**config.mk**
```make
export PLATFORM = sky130hd
export DESIGN_NAME = vga_sync_decoder_flat
export DESIGN_NICKNAME = d
export VERILOG_FILES = /design/src/rtl/vga_sync_decoder_if.sv /design/src/rtl/vga_sync_decoder.sv /design/src/flat_wrapper.sv
export SDC_FILE = /design/constraint.sdc
export NUM_CORES = 1
export LEC_CHECK = 0
export CORE_MARGIN = 1.5
export CORE_UTILIZATION = 35
export CTS_CLUSTER_SIZE = 30
export DETAILED_ROUTE_END_ITERATION = 7
export GPL_ROUTABILITY_DRIVEN = 0
export SYNTH_ARGS = -nofsm -noshare
export SYNTH_HDL_FRONTEND = slang
export SYNTH_SLANG_ARGS = --single-unit
```
**constraint.sdc**
```tcl
create_clock -name clkDiv -period 2.45 [get_ports clkDiv]
set_input_delay 0.49 -clock clkDiv [delete_from_list [all_inputs] [get_ports clkDiv]]
set_output_delay 0.49 -clock clkDiv [all_outputs]
set_load 0.1 [all_outputs]
```
**src/rtl/vga_sync_decoder_if.sv**
```systemverilog
// Recovered-video bundle: incoming sync pair plus the rebuilt timing and lock status.
interface vga_sync_decoder_if;
    logic       hSync;
    logic       vSync;
    logic [8:0] row;
    logic [9:0] column;
    logic       displayActive;
    logic       locked;
    logic       frameStart;
    logic [7:0] errCount;

    modport master (
        output hSync, vSync,
        input  row, column, displayActive, locked, frameStart, errCount
    );

    modport slave (
        input  hSync, vSync,
        output row, column, displayActive, locked, frameStart, errCount
    );
endinterface

```
**src/rtl/vga_sync_decoder.sv**
```systemverilog
// Rebuilds row/column/displayActive from an active-low hSync/vSync pair and tracks timing lock.
// state  | meaning
// SEARCH | waiting for a frame boundary, errors ignored
// CHECK  | counting clean frames toward lock
// LOCKED | timing trusted, displayActive enabled
module vga_sync_decoder #(
    parameter int H_ACTIVE    = 640,
    parameter int H_FP        = 16,
    parameter int H_SYNC      = 96,
    parameter int H_BP        = 48,
    parameter int V_ACTIVE    = 480,
    parameter int V_FP        = 10,
    parameter int V_SYNC      = 2,
    parameter int V_BP        = 33,
    parameter int LOCK_FRAMES = 2
) (
    input  logic              clkDiv,
    input  logic              rst,
    vga_sync_decoder_if.slave vid
);

    localparam int H_TOTAL = H_ACTIVE + H_FP + H_SYNC + H_BP;
    localparam int V_TOTAL = V_ACTIVE + V_FP + V_SYNC + V_BP;
    localparam int H_START = H_SYNC + H_BP;
    localparam int H_END   = H_START + H_ACTIVE;
    localparam int V_START = V_SYNC + V_BP;
    localparam int V_END   = V_START + V_ACTIVE;
    localparam logic [9:0] CNT_MAX = 10'd1023;

    typedef enum logic [1:0] {SEARCH, CHECK, LOCKED} lock_state_t;

    lock_state_t state, state_nxt;
    logic [3:0]  good_frames, good_nxt;
    logic        count_err;

    logic [2:0]  hs_sync, vs_sync;
    logic [9:0]  h_count, v_count;
    logic        v_pending;
    logic        seen_hfall, seen_hrise, seen_vreset;

    logic h_fall, h_rise, v_fall, v_reset;
    logic line_err, width_err, frame_err, tout_err, err_any;
    logic h_win, v_win, win;

    // bit 2 is the oldest sample; edges are judged between the two oldest flops
    assign h_fall  = hs_sync[2] & ~hs_sync[1];
    assign h_rise  = ~hs_sync[2] & hs_sync[1];
    assign v_fall  = vs_sync[2] & ~vs_sync[1];
    assign v_reset = h_fall & (v_pending | v_fall);

    assign line_err  = h_fall & seen_hfall & (h_count != 10'(H_TOTAL - 1));
    assign width_err = h_rise & seen_hrise & (h_count != 10'(H_SYNC - 1));
    assign frame_err = v_reset & seen_vreset & (v_count != 10'(V_TOTAL - 1));
    assign tout_err  = ~h_fall & (h_count == CNT_MAX - 10'd1);
    assign err_any   = line_err | width_err | frame_err | tout_err;

    assign h_win = (h_count >= 10'(H_START)) && (h_count < 10'(H_END));
    assign v_win = (v_count >= 10'(V_START)) && (v_count < 10'(V_END));
    assign win   = h_win & v_win;

    assign vid.locked = (state == LOCKED);

    always_comb begin
        state_nxt = state;
        good_nxt  = good_frames;
        count_err = 1'b0;
        case (state)
            SEARCH: begin
                if (v_reset) begin
                    state_nxt = CHECK;
                    good_nxt  = 4'd0;
                end
            end
            CHECK: begin
                if (err_any) begin
                    state_nxt = SEARCH;
                    count_err = 1'b1;
                end else if (v_reset) begin
                    good_nxt = good_frames + 4'd1;
                    if (good_nxt == 4'(LOCK_FRAMES)) begin
                        state_nxt = LOCKED;
                    end
                end
            end
            LOCKED: begin
                if (err_any) begin
                    state_nxt = SEARCH;
                    count_err = 1'b1;
                end
            end
            default: state_nxt = SEARCH;
        endcase
    end

    always_ff @(posedge clkDiv) begin
        if (rst) begin
            state       <= SEARCH;
            good_frames <= 4'd0;
        end else begin
            state       <= state_nxt;
            good_frames <= good_nxt;
        end
    end

    always_ff @(posedge clkDiv) begin
        if (rst) begin
            hs_sync           <= 3'b111;
            vs_sync           <= 3'b111;
            h_count           <= CNT_MAX;
            v_count           <= CNT_MAX;
            v_pending         <= 1'b0;
            seen_hfall        <= 1'b0;
            seen_hrise        <= 1'b0;
            seen_vreset       <= 1'b0;
            vid.row           <= 9'd0;
            vid.column        <= 10'd0;
            vid.displayActive <= 1'b0;
            vid.frameStart    <= 1'b0;
            vid.errCount      <= 8'd0;
        end else begin
            hs_sync <= {hs_sync[1:0], vid.hSync};
            vs_sync <= {vs_sync[1:0], vid.vSync};

            if (h_fall) begin
                h_count <= 10'd0;
            end else if (h_count != CNT_MAX) begin
                h_count <= h_count + 10'd1;
            end

            if (h_fall) begin
                if (v_reset) begin
                    v_count <= 10'd0;
                end else if (v_count != CNT_MAX) begin
                    v_count <= v_count + 10'd1;
                end
            end

            // a vSync fall arriving with the line start is consumed immediately
            if (v_reset) begin
                v_pending <= 1'b0;
            end else if (v_fall) begin
                v_pending <= 1'b1;
            end

            if (h_fall)  seen_hfall  <= 1'b1;
            if (h_rise)  seen_hrise  <= 1'b1;
            if (v_reset) seen_vreset <= 1'b1;

            vid.column        <= win ? (h_count - 10'(H_START)) : 10'd0;
            vid.row           <= win ? 9'(v_count - 10'(V_START)) : 9'd0;
            vid.displayActive <= win & (state_nxt == LOCKED);
            vid.frameStart    <= v_reset;

            if (count_err && (vid.errCount != 8'hFF)) begin
                vid.errCount <= vid.errCount + 8'd1;
            end
        end
    end

endmodule
```
**src/flat_wrapper.sv**
```systemverilog
// flat-port wrapper written by rule: the top's interface ports become plain ports
module vga_sync_decoder_flat 
#(
    parameter int H_ACTIVE    = 640,
    parameter int H_FP        = 16,
    parameter int H_SYNC      = 96,
    parameter int H_BP        = 48,
    parameter int V_ACTIVE    = 480,
    parameter int V_FP        = 10,
    parameter int V_SYNC      = 2,
    parameter int V_BP        = 33,
    parameter int LOCK_FRAMES = 2
)
  (clkDiv, rst, vid_hSync, vid_vSync, vid_row, vid_column, vid_displayActive, vid_locked, vid_frameStart, vid_errCount);
  vga_sync_decoder_if vid_i ();
  input  logic clkDiv;
  input  logic rst;
  input wire logic [$bits(vid_i.hSync)-1:0] vid_hSync;
  input wire logic [$bits(vid_i.vSync)-1:0] vid_vSync;
  output wire logic [$bits(vid_i.row)-1:0] vid_row;
  output wire logic [$bits(vid_i.column)-1:0] vid_column;
  output wire logic [$bits(vid_i.displayActive)-1:0] vid_displayActive;
  output wire logic [$bits(vid_i.locked)-1:0] vid_locked;
  output wire logic [$bits(vid_i.frameStart)-1:0] vid_frameStart;
  output wire logic [$bits(vid_i.errCount)-1:0] vid_errCount;
  assign vid_i.hSync = vid_hSync;
  assign vid_i.vSync = vid_vSync;
  assign vid_row = vid_i.row;
  assign vid_column = vid_i.column;
  assign vid_displayActive = vid_i.displayActive;
  assign vid_locked = vid_i.locked;
  assign vid_frameStart = vid_i.frameStart;
  assign vid_errCount = vid_i.errCount;
  vga_sync_decoder #(.H_ACTIVE(H_ACTIVE), .H_FP(H_FP), .H_SYNC(H_SYNC), .H_BP(H_BP), .V_ACTIVE(V_ACTIVE), .V_FP(V_FP), .V_SYNC(V_SYNC), .V_BP(V_BP), .LOCK_FRAMES(LOCK_FRAMES)) u_core (.clkDiv(clkDiv), .rst(rst), .vid(vid_i));
endmodule
```
==> results.toml <==
[global_route]
gr-usage-met2_pct = 20.7
grt_first_pass_wirelength_mm = 10.6
grt_use_met1_pct = 17.5
grt_max_degree = 48
antenna_found_initial = 0
top_usage_layer = "met2"
grt_pass1_vias = 2357
track_usage_pct = 13.8
global_route.overflow_total = 0
use_met3_pct = 4.01

[placement]
dp_hpwl_mm = 4.36
placed_cells = 481
port_buffers = 33
place_area_um2 = 3520

[power]
p_leak_nw = 1.59
max-vdd-ir-drop_mv = 0.266
cellPowerDensity_nw_per_um2 = 811

[synth]
synth_edf_count = 0
netlist_top_cells_area = "dfxtp_1, ha_1, xnor2_1, nor2_1, nand3_1"
synth.avg_cell_area_um2 = 8.97
ys.flop_type = "dfxtp_1"
syn-cell-area_um2 = 3170
ys_seq_elements = 65
synth_cell_types = 57
syn-num-nets = 372
yosysSeqAreaShare_pct = 41.1
synth.largest_area_cell = "dfxtp_1"
yosys_warnings = 0
synth_cells = 353
synth-async-reset-ratio_pct = 0
synth_top_area_share_pct = 41.1

[detailed_routing]
drtIter0Drc = 86
drc = 0
wl_per_cell_um = 12.8
vias = 2504
first_pass_iters = 4
avgViaCountPerCell = 5.04
ant_nets = 0
wl_mm = 6.34

[flow_run]
maxCapViolations = 0

[sta]
tightest_slew_ns = 0.462
maxSlewViolCount = 0
fmaxAchievable_mhz = 439
holdWs_ns = 0.416
maxSlewHeadroom_pct = 68.8
setup_viol = 0
fin_crit_sh_pct = 93.0
layout_min_cycle_time_ns = 2.28
fin_setup_tns_ns = 0
final-hold-violation-count = 0
worst_clock_skew_ns = 0.00754
rsz0062_at_grt = "no"

[critical_path]
cp-end-kind = "flip-flop"
r2r_setup_slack_ns = 0.17
r2r_start = "u_core.h_count[4]"
arrival_ns = 2.52
cp_max_fo = 9
rr_worst_depth = 7
start_kind = "flip-flop"
path_class = "reg -> reg"
crit_required_ns = 2.69
reg2reg_to = "u_core.vid.errCount[6]"

[clock_tree]
clock-sinks = 65
cts_root_buf = "clkbuf_8"
clockBufferDepth = 2
cts.repair.resized = 0
cts_tree = "yes"
clkLatencyLatePin_ns = 0.35
clk_pin_slew_worst_paths_ns = 0.07
cts_setup_buffers = 0
cts_buffers = 9
postCtsHoldBufs = 0
htree_levels = 3

[die]
die-area_um2 = 9630
die_h_um = 98.1
initial_core_util_pct = 36.2
row_count = 34
io_pins = 34
coreArea_um2 = 8760
die_x_um = 98.1

[final_layout]
final_cell_area_um2 = 3720
drive_gt1_share_pct = 21.1
layout.nets = 403
antenna_cells_inserted = 0
fin_cells = 497
final_cell_mix = "dfxtp_1, nor2_1, buf_4"
layout_commonest_cell = "dfxtp_1"
area_growth_syn_to_layout_pct = 17.5

[min_path]
hold_class = "reg -> reg"
whs_endpoint = "u_core.hs_sync[1]"
hold_start = "u_core.hs_sync[0]"
hold_path_depth = 1

[run_status]
outcome = "completed"
cell families (layout without fill, tap and decap cells):
group	after synthesis	count (layout)	share of synthesized area, %
buf+inv	41	77	5.88
flops	65	65	41.1
mux	5	5	1.86
compound gates	63	63	15.1
simple gates	139	139	23.3
xor+xnor	25	25	6.91
fa+ha+maj	15	15	5.92
worst max path at each step:
stage                                      start                     end  slack [ns]  cells past startpoint
after floorplan           u_core.vid.errCount[0]  u_core.vid.errCount[4]        0.09                      6
after global placement         u_core.h_count[4]  u_core.vid.errCount[6]        0.25                      7
after detailed placement       u_core.h_count[1]  u_core.vid.errCount[6]        0.19                      7
after CTS                      u_core.h_count[4]  u_core.vid.errCount[6]        0.18                      7
after global routing           u_core.h_count[4]  u_core.vid.errCount[6]        0.07                      7
final                          u_core.h_count[4]  u_core.vid.errCount[6]        0.17                      7
critical path, cell delays in order (launching register included):
cell	delay [ns]
dfxtp_1	0.49
ha_1	0.23
nand4_1	0.15
nor3_2	0.21
a31oi_2	0.19
and2_1	0.22
or3_1	0.38
mux2_4	0.30
flip-flops by register name, indices dropped and copies added, names as in the netlist:
register                  flops
u_core.h_count               10
u_core.v_count               10
u_core.vid.column            10
u_core.vid.row                9
u_core.vid.errCount           8
u_core.good_frames            4
u_core.hs_sync                3
u_core.vs_sync                3
u_core.state                  2
u_core.seen_hfall             1
u_core.seen_hrise             1
u_core.seen_vreset            1
u_core.v_pending              1
u_core.vid.displayActive      1
u_core.vid.frameStart         1
layer usage:
layer | wire length [um] | vias up | share of wire (%)
met5 | 0 | - | 0
met1 | 3250 | 1161 | 51
met2 | 2630 | 55 | 41
met3 | 272 | 13 | 4.3
li1 | - | 1275 | -
met4 | 190 | 0 | 3.0
power breakdown:
part,switching (mW),leakage (nW),internal [mW]
Sequential,0.154,0.529,1.15
Clock,0.417,0.0953,0.494
Combinational,0.436,0.970,0.363
layout make-up:
class                   count  area (um2)
clock buffers              11         141
clock inverters             5        55.1
flip-flops and latches     65        1300
inverters                  20        75.1
fillers                   858        5040
repair buffers             41         328
well taps                 108         135
multi-input cells         247        1690
synth_stat cells, types with 2 or more instances:
cell type / n
nor3_1: 9
and2_1: 2
a21oi_1: 12
xor2_1: 5
a41oi_1: 2
nand2_1: 19
nor2b_1: 3
o31a_1: 2
and3_1: 7
a211oi_1: 2
clkbuf_1: 10
nor2_1: 46
nand3_1: 17
o21bai_1: 6
nand4_1: 5
or2_2: 8
inv_1: 20
nor4b_1: 2
ha_1: 15
nor4_1: 2
xnor2_1: 20
nand3b_1: 5
o31ai_1: 2
a31oi_1: 5
or3_1: 2
and4_1: 3
mux2_2: 2
buf_6: 3
o21ai_0: 8
a21o_1: 4
o211ai_1: 3
a21o_2: 6
dfxtp_1: 65
buf_2: 8
metrics by stage:
stage / setup slack (ns) / utilization, % / power (mW)
after CTS: 0.184 / 42.5 / 3.05
after global routing: 0.0726 / 42.5 / 3.21
after detailed placement: 0.186 / 40.2 / 2.13
after floorplan: 0.0940 / - / 1.99
after global placement: 0.246 / 40.2 / 2.12
final: 0.172 / 42.5 / 3.02
Power figures use the tool's default switching activity.
